[src/rtl/cic_pkg.sv]
// Shared CIC constants and sample type, common to the integrator cascade and the comb decimator.
package cic_pkg;

    localparam int unsigned CIC_IN_W  = 37;
    localparam int unsigned CIC_OUT_W = 16;
    localparam int unsigned CIC_DECIM = 512;
    localparam int unsigned CIC_N_STG = 3;

    typedef logic signed [CIC_IN_W-1:0] cic_sample_t;

endpackage

[src/rtl/cic_comb_stage.sv]
// One registered CIC differentiator (M=1): y = x - x(previous strobed sample), wrap-around arithmetic.
module cic_comb_stage
    import cic_pkg::*;
#(
    parameter int unsigned W = CIC_IN_W
) (
    input  logic                clk,
    input  logic                rst,
    input  logic                i_vld,
    input  logic signed [W-1:0] i_x,
    output logic signed [W-1:0] o_y,
    output logic                o_vld,
    output logic signed [W-1:0] o_diff_c
);

    logic signed [W-1:0] r_prev;
    logic signed [W-1:0] r_y;
    logic                r_vld;

    // Next output value, exposed so downstream logic can register a scaled copy on the same edge.
    assign o_diff_c = i_x - r_prev;

    always_ff @(posedge clk) begin
        if (rst) begin
            r_prev <= '0;
            r_y    <= '0;
            r_vld  <= 1'b0;
        end else begin
            r_vld <= i_vld;
            if (i_vld) begin
                r_prev <= i_x;
                r_y    <= o_diff_c;
            end
        end
    end

    assign o_y   = r_y;
    assign o_vld = r_vld;

endmodule

[src/rtl/cic_comb_decim.sv]
// CIC decimator back end: rate-R capture of the integrator output followed by N_STG comb stages.
// Define CIC_COMB_ROUND_EN for round-half-up scaling with positive saturation; default truncates.
module cic_comb_decim
    import cic_pkg::*;
#(
    parameter int unsigned IN_W  = CIC_IN_W,
    parameter int unsigned OUT_W = CIC_OUT_W,
    parameter int unsigned DECIM = CIC_DECIM,
    parameter int unsigned N_STG = CIC_N_STG
) (
    input  logic                    clk,
    input  logic                    rst,
    input  logic                    InEn,
    input  logic signed [IN_W-1:0]  Intin,
    output logic signed [IN_W-1:0]  Dout,
    output logic signed [OUT_W-1:0] Yout,
    output logic                    Yvalid
);

    localparam int unsigned CNT_W  = (DECIM > 1) ? $clog2(DECIM) : 1;
    localparam int unsigned FRAC_W = IN_W - OUT_W;

    logic [CNT_W-1:0]        r_cnt;
    logic signed [IN_W-1:0]  r_cap;
    logic                    r_s0;
    logic signed [OUT_W-1:0] r_yout;
    logic                    w_wrap;
    logic signed [OUT_W-1:0] w_y;

    logic signed [IN_W-1:0]  w_x    [0:N_STG];
    logic                    w_v    [0:N_STG];
    logic signed [IN_W-1:0]  w_diff [0:N_STG-1];

    assign w_wrap = InEn && (r_cnt == CNT_W'(DECIM - 1));

    // Decimation counter and sample capture; only InEn-qualified cycles advance the count.
    always_ff @(posedge clk) begin
        if (rst) begin
            r_cnt <= '0;
            r_cap <= '0;
            r_s0  <= 1'b0;
        end else begin
            r_s0 <= w_wrap;
            if (w_wrap) begin
                r_cnt <= '0;
                r_cap <= Intin;
            end else if (InEn) begin
                r_cnt <= r_cnt + CNT_W'(1);
            end
        end
    end

    assign w_x[0] = r_cap;
    assign w_v[0] = r_s0;

    for (genvar k = 0; k < N_STG; k++) begin : g_stg
        cic_comb_stage #(
            .W (IN_W)
        ) u_stg (
            .clk      (clk),
            .rst      (rst),
            .i_vld    (w_v[k]),
            .i_x      (w_x[k]),
            .o_y      (w_x[k+1]),
            .o_vld    (w_v[k+1]),
            .o_diff_c (w_diff[k])
        );
    end

`ifdef CIC_COMB_ROUND_EN
    localparam logic signed [IN_W:0] HALF = (IN_W + 1)'(1) << (FRAC_W - 1);

    logic signed [IN_W:0] w_sum;
    logic [OUT_W:0]       w_top;

    // One guard bit above the sum; only a positive input can overflow when adding half an LSB.
    assign w_sum = {w_diff[N_STG-1][IN_W-1], w_diff[N_STG-1]} + HALF;
    assign w_top = w_sum[IN_W -: OUT_W + 1];
    assign w_y   = (w_top[OUT_W] != w_top[OUT_W-1]) ? {1'b0, {(OUT_W - 1){1'b1}}}
                                                    : w_top[OUT_W-1:0];
`else
    assign w_y = w_diff[N_STG-1][IN_W-1 -: OUT_W];
`endif

    // Scaled output registered on the same edge as the last comb stage.
    always_ff @(posedge clk) begin
        if (rst) begin
            r_yout <= '0;
        end else if (w_v[N_STG-1]) begin
            r_yout <= w_y;
        end
    end

    assign Dout   = w_x[N_STG];
    assign Yvalid = w_v[N_STG];
    assign Yout   = r_yout;

endmodule

[config.mk]
export PLATFORM = sky130hd
export DESIGN_NAME = cic_comb_decim
export DESIGN_NICKNAME = d
export VERILOG_FILES = /design/src/rtl/cic_pkg.sv /design/src/rtl/cic_comb_stage.sv /design/src/rtl/cic_comb_decim.sv
export SDC_FILE = /design/constraint.sdc
export NUM_CORES = 1
export LEC_CHECK = 0
export CORE_UTILIZATION = 30
export CTS_CLUSTER_DIAMETER = 60
export CTS_CLUSTER_SIZE = 12
export DETAILED_ROUTE_END_ITERATION = 16
export PLACE_DENSITY_LB_ADDON = 0.12
export SYNTH_ARGS = -nofsm -noshare
export SYNTH_HDL_FRONTEND = slang
export SYNTH_SLANG_ARGS = --single-unit
[constraint.sdc]
create_clock -name clk -period 2.9 [get_ports clk]
set_input_delay 0.29 -clock clk [delete_from_list [all_inputs] [get_ports clk]]
set_output_delay 0.29 -clock clk [all_outputs]
set_load 0.1 [all_outputs]
After elaboration in Yosys (flattened, before gate mapping)
Index checks and enable logic that the tools add are counted.

word-level totals
  logic and storage cells = 20
  flip-flop bits (word level) = 288
  output and inout bits = 54
  input port bits = 40

operators by class
  add/subtract/negate cells = 4
  eq/ne operators = 1
  reductions and logical operators = 2

operators by type and width
  kind                 count
  $sub 37x37->37       3
  $add 9x1->9 const B  1
  $eq 9x9->1 const B   1
  $reduce_or 2->1      1
  $logic_and 1x1->1    1

Longest topological paths before layout
Gate-level depths: netlist of run 1.

  word-level depth = 3
  depth in mapped cells = 12

Hierarchy
Synthesis of run 1 repeated with hierarchy kept, for this count alone.

unflattened totals
  cells, all modules = 1997
  area total of the unflattened synthesis = 16955.0 um^2

modules (own cells, without submodules)
  module                                times used  area each (um^2)  seq. area each (um^2)  cells each
  cic_comb_stage at g_stg[0].u_stg ...  2           5024.8            1501.4                 631
  cic_comb_stage at g_stg[2].u_stg      1           4768.3            1501.4                 554
  cic_comb_decim                        1           2137.0            1261.2                 181

Worst setup path after synthesis of run 1
OpenSTA, ideal clock, no wires.

  kind = flip-flop to flip-flop
  start point = reg g_stg[0].u_stg.r_y[0]
  end point = reg g_stg[1].u_stg.r_y[36]
  path slack = 0.153 ns
  period minus slack after synthesis = 2.747 ns
  library setup time = 0.116 ns
  data required time = 2.784 ns
  arrival = 2.631 ns
  stages on the path, launching flop included = 13
  cells stage by stage = dfxtp_1 inv_1 ha_1 fa_1 nand2b_1 a21oi_2 o211ai_2 a211oi_2 nor3_1 nor2_2 a21oi_2 or4_1 and3_1

on the way
  cells in the longest elaborated chain, start to end = 1

RTL lines
  element                 line                  text
  start, declared         cic_comb_stage.sv:17  logic signed [W-1:0] r_y;
  start signal, assigned  cic_comb_stage.sv:32  r_y <= o_diff_c;
  $sub 37x37->37          cic_comb_stage.sv:21  assign o_diff_c = i_x - r_prev;
  end signal, assigned    cic_comb_stage.sv:32
  end, declared           cic_comb_stage.sv:17

No other way between the ends.
A chain may end at the register's enable or synchronous reset.

Worst setup path in the final report of run 1
  start point = reg g_stg[2].u_stg.r_prev[1]
  end point = reg r_yout[10] (netlist: Yout[10])

on the way
  cells in the longest elaborated chain, start to end = 1

RTL lines
  element                 line                  text
  start, declared         cic_comb_stage.sv:16  logic signed [W-1:0] r_prev;
  start signal, assigned  cic_comb_stage.sv:31  r_prev <= i_x;
  $sub 37x37->37          cic_comb_stage.sv:21
  end signal, assigned    cic_comb_decim.sv:90  r_yout <= w_y;
  end, declared           cic_comb_decim.sv:26  logic signed [OUT_W-1:0] r_yout;

No other way between the ends.

==> flow_summary.toml, run 1 <==
[detailed_routing]
dr.pass1.iters = 5
drtIter0Drc = 653
num_vias = 12200
vias_per_cell = 4.68
drc = 0
wl_per_cell_um = 13.8
drt_wl_total_um = 35700
drtAntennaViolNets = 0

[yosys]
synth_top_family_by_area = "compound AO/OA/AOI/OAI gates"
synthMuxAreaShare_pct = 10.6
ys_seq_area_share_pct = 35.0
yosysWarnings = 0
synthSimpleGateAreaFrac_pct = 14.7
netlist_area_um2 = 15500
syn_area_per_cell_um2 = 8.56
syn_inst = 1816
synth_seq_cells = 272
synth_nets = 1969
synth_edf_count = 0
synth_fa_ha_area_share_pct = 9.24
yosysUniqueCellTypes = 81
synth_flop_cell = "dfxtp_1"
synth_compound_area_share_pct = 18.9
async_flop_share_pct = 0
synthXorXnorAreaFrac_pct = 5.35

[setup_path]
critPathMaxFanout = 4
slowest_stage = "a221o_1"
path_class = "flip-flop to flip-flop"
cp_slowest_stage_delay_ns = 0.42
path_common_cell = "o211ai_1"
critPathLaunchType = "flip-flop"
crit_chain = "inv_4, ha_4, nor2b_4, o2111a_1, o211ai_1, o211ai_1, a221o_1, a31oi_4, o21ai_2, xnor2_1, o21ai_1"
critPathRequiredTime_ns = 3.30
reg2reg_depth = 11
critPathCaptureType = "flip-flop"
crit_arrival_ns = 3.18

[power]
p_leak_nw = 7.46
power_density_nw_per_um2 = 443
power.internal_mw = 6.40
p_seq_share_pct = 45.5
switchingPower_mw = 1.82
swShare_pct = 22.2
power_frac_comb_pct = 1.7
irDropWorstVdd_mv = 0.284
power_mw = 8.22
p_clk_share_pct = 52.8

[clock_network]
clk_pin_slew_ns = 0.06
root_buffer = "clkbuf_16"
cts_sinks = 272
tritoncts = "built"
clockBufferDepth = 3
cts_hold_buf = 0
cts_buffers = 36
cts_max_level = 2
clock_latency_ns = 0.54

[die]
die_area_um2 = 52700
rows = 83
dieWidth_um = 230
ioPinCount = 94
die_h_um = 230
start_util_pct = 30.3
core_area_um2 = 51300

[timing]
fin_crit_ns = 2.78
clock_skew_ns = 0.0154
slew_headroom_pct = 54.7
fin_ws_ns = 0.122
tightest_slew_ns = 0.679
rsz0062_at_grt = "yes"
timing.fmax_ghz = 0.360
drv_slew = 0
finalHoldViolCount = 0
min_period_over_period_pct = 95.8
finalSetupViolCount = 0
tns_ns = 0

[layout]
syn_to_final_growth_pct = 19.3
final_common_cell = "dfxtp_1"
drive_gt1_share_pct = 11.9
layout_common_cells = "dfxtp_1, nor2_1, mux2i_1, inv_1, ha_1"
final_cell_count_no_fill = 2598
fin_nets = 2046
diodes = 0
utilization_pct = 36.2

[grt]
grt-ovfl-total = 0
track_usage_pct = 13.4
grt_pass1_wl_um = 59400
antenna_found_initial = 0
grt_start_max_net_pins = 65
grt_pass1_vias = 11400

[status]
status = "complete, no violations"

[hold_path]
hold_path_depth = 2
min_path_type = "input pin to flip-flop"

[place]
pre_cts_ws_ns = -0.0659
dp_hpwl_um = 26400
portBuffers = 93
gp_congestion = 0.843
place_inst = 2530

[flow_run]
drv_cap = 0
path summary, 6_finish.rpt:
check	to	start	slack (ns)
setup reg to reg	Yout[10]	g_stg[2].u_stg.r_prev[1]	0.12
setup / recovery	Yout[10]	g_stg[2].u_stg.r_prev[1]	0.12
hold / removal	Yout[3]	rst	0.18
hold reg to reg	g_stg[2].u_stg.o_y[14]	g_stg[2].u_stg.o_y[14]	0.47
synthesized netlist by cell type, types with 15 or more instances:
| cell | number | share of area, % |
|---|---|---|
| a31oi_1 | 23 | 0.93 |
| ha_1 | 110 | 8.9 |
| nand3_1 | 21 | 0.68 |
| buf_1 | 20 | 0.48 |
| a21oi_1 | 101 | 3.3 |
| inv_1 | 133 | 3.2 |
| xor2_1 | 40 | 2.3 |
| o21ai_0 | 54 | 1.7 |
| a21o_1 | 58 | 2.8 |
| a22o_1 | 37 | 2.1 |
| clkbuf_1 | 60 | 1.4 |
| o21ai_1 | 15 | 0.48 |
| nor3_1 | 17 | 0.55 |
| dfxtp_1 | 272 | 35 |
| nand2b_1 | 31 | 1.2 |
| buf_4 | 16 | 0.77 |
| xnor2_1 | 55 | 3.1 |
| mux2i_1 | 163 | 10 |
| nand2_1 | 97 | 2.3 |
| nor2_1 | 258 | 6.2 |
| nand4_1 | 20 | 0.80 |
| a211oi_1 | 31 | 1.5 |
layer usage:
layer / vias to the layer above / GRT usage, % / part of all wire (%)
li1: 6496 / - / -
met1: 5458 / 19.3 / 53
met2: 157 / 20.2 / 41
met3: 53 / 2.05 / 2.8
met4: 0 / 4.63 / 2.4
met5: - / 0 / 0
cell families (layout without fill, tap and decap cells):
family | count (synthesis) | in the layout
flip-flops | 272 | 272
AO/OA/AOI/OAI | 425 | 425
adder cells (fa/ha/maj) | 113 | 113
AND/OR/NAND/NOR | 506 | 506
multiplexers | 164 | 164
XOR/XNOR | 95 | 95
buffers and inverters | 241 | 343
worst max-delay path: cells and delay by family, from the launching register on:
| kind | cells | cell delay (ns) |
|---|---|---|
| fa+ha+maj | 1 | 0.22 |
| xor+xnor | 1 | 0.20 |
| buf+inv | 1 | 0.04 |
| flops | 1 | 0.37 |
| simple gates | 1 | 0.12 |
| compound gates | 7 | 1.69 |
power groups by stage:
stage	registers [mW]	clock network, mW	logic (mW)
2_1_floorplan	3.82	0	0.0627
3_3_place_gp	3.82	0	0.145
3_5_place_dp	3.82	0	0.146
4_1_cts	3.74	4.51	0.146
5_1_grt	3.74	4.66	0.155
6_report	3.74	4.34	0.141
flip-flops by register name, summed over array words and instances, names as in the netlist:
register	cells
r_cnt	9
g_stg.u_stg.r_prev	111
Yout	16
r_cap	37
g_stg.u_stg.o_vld	3
g_stg.u_stg.o_y	95
r_s0	1
layout make-up:
cell class	instances	area, um2
Timing Repair Buffer	146	1220
Inverter	134	505
Multi-Input combinational cell	1303	9340
Clock buffer	49	1030
Clock inverter	14	136
Fill cell	5335	32800
Sequential cell	272	5460
Tap cell	680	851
repair_timing:
item	CTS	global route
pin swaps	2	26
setup buffers	0	5
endpoints found under the setup margin	5	25
resized for setup	4	40
metrics by stage:
step	hold slack, ns	cell area (um2)
final	0.182	18500
after global routing	0.192	18500
after CTS	0.165	18300
after detailed placement	0.461	17100
after global placement	0.460	17100
after floorplan	0.399	15500
Power figures use the tool's default switching activity.
==> inputs of run 2 (changes only) <==
Settings changed: CTS_CLUSTER_SIZE 12 to not set.
==> run 2 against run 1 <==
- sequential cell count did not move
- sequential power barely moved
- design area rose by 0.16%
- setup slack got worse by 0.035 ns
- hold slack got worse by 0.0085 ns
- utilization rose by 0.056 points
- total power rose by 1.6%
- die area did not move
- critical endpoint is now g_stg[0].u_stg.o_y[32]
- largest power group unchanged
==> flow_summary.toml, run 2 (same netlist as run 1, synthesis figures left out) <==
[power]
power_density_nw_per_um2 = 450
power_mw = 8.36
irDropWorstVdd_mv = 0.299
p_leak_nw = 7.50

[layout]
fin_nets = 2048
largest_reg_flops = 111
top_register = "g_stg.u_stg.r_prev"
syn_to_final_growth_pct = 19.5
diodes = 0
final_common_cell = "dfxtp_1"
layout_common_cells = "dfxtp_1, nor2_1, mux2i_1, inv_1, ha_1"
utilization_pct = 36.2
drive_gt1_share_pct = 12.0

[timing]
finalHoldViolCount = 0
clock_skew_ns = 0.0150
min_period_over_period_pct = 97.0
slew_headroom_pct = 52.6
drv_slew = 0
fin_crit_ns = 2.81
finalSetupViolCount = 0
tightest_slew_ns = 0.711
fin_ws_ns = 0.0873
timing.fmax_ghz = 0.356
rsz0062_at_grt = "yes"

[setup_path]
critPathCaptureType = "flip-flop"
slowest_stage = "a2111o_1"
crit_arrival_ns = 3.29
critPathMaxFanout = 2
cp_top_family = "compound AO/OA/AOI/OAI gates"
path_class = "flip-flop to flip-flop"
path_common_cell = "a31oi_4"
cp_slowest_stage_delay_ns = 0.52
critPathLaunchType = "flip-flop"
crit_chain = "inv_1, ha_2, fa_2, nand2b_4, a21o_1, a31oi_4, o2111ai_2, a2111o_1, a31oi_4, a21oi_2, nor4b_2, a211o_1"
critPathRequiredTime_ns = 3.38
cp_num_buf_inv = 1

[grt]
antenna_found_initial = 0
use_met1_pct = 19.2
grt-ovfl-total = 0
globalRouteMet3Util_pct = 2.05
grt_pass1_vias = 11500
grt_start_max_net_pins = 65
use_met2_pct = 20.4
busiest_layer = "met2"
track_usage_pct = 13.4
grt_pass1_wl_um = 59500

[place]
portBuffers = 93
dp_hpwl_um = 26400
pre_cts_ws_ns = -0.0659
gp_congestion = 0.843

[clock_network]
tritoncts = "built"
clk_pin_slew_ns = 0.06
cts_max_level = 2
root_buffer = "clkbuf_16"
cts_sinks = 272
clockBufferDepth = 3
cts_buffers = 39
clock_latency_ns = 0.54

[detailed_routing]
vias_per_cell = 4.69
drc = 0
num_vias = 12200
wl_per_cell_um = 13.7
dr.pass1.iters = 5
drtIter0Drc = 583
drt_wl_total_um = 35600
drtAntennaViolNets = 0

[die]
rows = 83
start_util_pct = 30.3
ioPinCount = 94
dieWidth_um = 230
die_h_um = 230
die_area_um2 = 52700
core_area_um2 = 51300

[status]
status = "complete, no violations"

[hold_path]
min_path_type = "input pin to flip-flop"

[flow_run]
drv_cap = 0
## run 2: cell types whose count changed in the layout (fill, tap and decap cells not counted), sizes merged
cell      change
clkbuf        -1
clkinvlp      -1
bufinv        -1
clkinv        +5
inv           +5
buf           -1
## run 2: what timing repair did
item | 4_1_cts | 5_1_grt
buffers inserted | 3 | 1
hold buffers | 0 | 0
pin swaps | 13 | 10
resized for setup | 12 | 23
setup endpoints to repair | 5 | 23
## run 2: final cells by class
type	instances	area, um2
clock buffers	48	1060
inverters	134	503
repair buffers	145	1220
fillers	5342	32700
clock inverters	22	174
multi-input cells	1303	9310
flip-flops and latches	272	5460
well taps	680	851
## run 2: stage by stage
stage               area, um2  cells  setup TNS (ns)  hold slack [ns]
floorplan               15500   1816               0            0.399
global placement        17100   2530         -0.0336            0.460
detailed placement      17100   2530          -0.207            0.461
CTS                     18400   2603               0            0.158
global route            18600   2604         -0.0688            0.198
finish                  18600   2604               0            0.174
## run 2: worst reg2reg max path, stage by stage (launching register included)
cell and delay, ns:
dfxtp_2 0.32, inv_1 0.05, ha_2 0.18, fa_2 0.34, nand2b_4 0.15, a21o_1 0.21, a31oi_4 0.21, o2111ai_2 0.15
a2111o_1 0.52, a31oi_4 0.18, a21oi_2 0.09, nor4b_2 0.23, a211o_1 0.12
## run 2: worst paths after layout
check	depth (start not counted)	from	slack (ns)	to
max	12	r_cap[0]	0.09	g_stg[0].u_stg.o_y[32]
min	2	rst	0.17	Yout[3]
max reg2reg	12	r_cap[0]	0.09	g_stg[0].u_stg.o_y[32]
min reg2reg	2	g_stg[2].u_stg.o_y[14]	0.47	g_stg[2].u_stg.o_y[14]
## run 2: routing by layer
metal | vias up | wire (um)
li1 | 6514 | -
met1 | 5475 | 18900
met2 | 160 | 14800
met3 | 51 | 1070
met4 | 0 | 799
met5 | - | 0
## run 2: report_power, final
| part | internal (mW) | switching, mW |
|---|---|---|
| logic | 0.0586 | 0.0828 |
| registers | 3.74 | 0.00294 |
| clock network | 2.65 | 1.82 |
==> inputs of run 3 (changes only) <==
Settings changed: PLACE_DENSITY_LB_ADDON 0.12 to 0.25.
==> run 3 against run 2 <==
- setup slack worse by 0.081 ns
- first-iteration DRC count down 1.9%
- total power down 3.2%
- sequential cell count unchanged
- final cell count down 0.46%
- routed wire length down 2.0%
- clock power down 6.0%
- critical path depth unchanged
==> flow_summary.toml, run 3 (same netlist as run 1, synthesis figures left out) <==
[timing]
fin_crit_ns = 2.89
tns_ns = 0
drv_slew = 0
tightest_slew_ns = 0.638
fin_ws_ns = 0.00660
finalHoldViolCount = 0
finalSetupViolCount = 0
min_period_over_period_pct = 99.8
clock_skew_ns = 0.0140
rsz0062_at_grt = "yes"
timing.fmax_ghz = 0.346
hold_ws_ns = 0.173
slew_headroom_pct = 57.5

[die]
core_area_um2 = 51300
die_area_um2 = 52700
die_h_um = 230
rows = 83
dieWidth_um = 230
start_util_pct = 30.3
ioPinCount = 94

[setup_path]
path_class = "flip-flop to flip-flop"
timing.rr.start = "r_cap[0]"
cp_slowest_stage_delay_ns = 0.51
crit_arrival_ns = 3.37
slowest_stage = "a2111o_1"
crit_chain = "inv_2, ha_4, fa_2, nand2b_4, a21o_1, a31oi_4, o2111ai_2, a2111o_1, a31oi_4, a21oi_2, nor4b_2, a211o_1"
critPathMaxFanout = 2
critPathCaptureType = "flip-flop"
critPathRequiredTime_ns = 3.38
path_common_cell = "a31oi_4"
critPathLaunchType = "flip-flop"
startpoint = "r_cap[0]"

[grt]
grt_start_max_net_pins = 53
grt-ovfl-total = 0
grt_pass1_vias = 11700
antenna_found_initial = 0
use_met1_pct = 18.5
grt_pass1_wl_um = 58500
use_met2_pct = 19.8
globalRouteMet3Util_pct = 1.91
track_usage_pct = 13.1
busiest_layer = "met2"

[power]
power_mw = 8.09
irDropWorstVdd_mv = 0.346
switchingPower_mw = 1.78
power_density_nw_per_um2 = 438
swShare_pct = 22.0
p_leak_nw = 7.43
p_seq_share_pct = 46.2
p_clk_share_pct = 52.0
power_frac_comb_pct = 1.8
power.internal_mw = 6.31

[clock_network]
cts_buffers = 35
tritoncts = "built"
clock_latency_ns = 0.53
cts_max_level = 2
root_buffer = "clkbuf_16"
cts_sinks = 272
cts_hold_buf = 0
clk_pin_slew_ns = 0.06
clockBufferDepth = 3

[layout]
largest_reg_flops = 111
final_common_cell = "dfxtp_1"
drive_gt1_share_pct = 11.7
diodes = 0
top_register = "g_stg.u_stg.r_prev"
layout_common_cells = "dfxtp_1, nor2_1, mux2i_1, inv_1, ha_1"
syn_to_final_growth_pct = 18.7
fin_nets = 2040
final_cell_count_no_fill = 2592

[place]
dp_hpwl_um = 25800
pre_cts_ws_ns = -0.0396
gp_congestion = 0.862
place_inst = 2521
portBuffers = 93

[detailed_routing]
drc = 0
vias_per_cell = 4.71
drtIter0Drc = 572
num_vias = 12200
drt_wl_total_um = 34900
drtAntennaViolNets = 0
wl_per_cell_um = 13.5
dr.pass1.iters = 5

[hold_path]
min_path_type = "input pin to flip-flop"
hold_path_startpoint = "rst"

[status]
status = "complete, no violations"

[flow_run]
drv_cap = 0
[run 3: per-layer routing]
metal	part of all wire [%]	wire length, um	vias to the layer above
li1	-	-	6482
met1	53	18600	5494
met2	41	14400	173
met3	2.9	1020	64
met4	2.5	886	0
met5	0	0	-
[run 3: final timing paths]
| kind | to | slack (ns) | cells after the start |
|---|---|---|---|
| setup / recovery | g_stg[0].u_stg.o_y[32] | 0.007 | 12 |
| hold / removal | Yout[11] | 0.17 | 2 |
| setup reg to reg | g_stg[0].u_stg.o_y[32] | 0.007 | 12 |
| hold reg to reg | g_stg[2].u_stg.o_y[14] | 0.46 | 2 |
[run 3: stage by stage]
stage | area [um2] | utilization, %
after detailed placement | 17100 | 33.2
after global placement | 17100 | 33.2
final | 18500 | 36.0
after global routing | 18500 | 36.0
after CTS | 18200 | 35.5
after floorplan | 15500 | -
[run 3: critical path: cells and delay by family (launching register included)]
kind                       cells  cell delay (ns)
DFF                            1             0.33
buffers and inverters          1             0.04
AOI/OAI and AO/OA              7             1.54
adders and majority gates      2             0.51
and+or+nand+nor                2             0.42
[run 3: final cells by class]
type	count	area (um2)
Fill cell	5329	32900
Inverter	134	503
Multi-Input combinational cell	1303	9320
Clock buffer	44	982
Tap cell	680	851
Timing Repair Buffer	141	1180
Clock inverter	18	149
Sequential cell	272	5460
[run 3: power groups by stage]
stage | combinational (mW) | sequential [mW] | clock [mW]
6_report | 0.146 | 3.74 | 4.20
5_1_grt | 0.160 | 3.74 | 4.49
4_1_cts | 0.150 | 3.74 | 4.34
3_5_place_dp | 0.150 | 3.82 | 0
3_3_place_gp | 0.148 | 3.82 | 0
2_1_floorplan | 0.0627 | 3.82 | 0
[run 3: what timing repair did]
| action | 4_1_cts | 5_1_grt |
|---|---|---|
| endpoints found under the hold margin | 0 | 0 |
| pin swaps | 5 | 27 |
| buffers inserted | 1 | 8 |
| resized for setup | 4 | 36 |
| setup endpoints to repair | 4 | 22 |
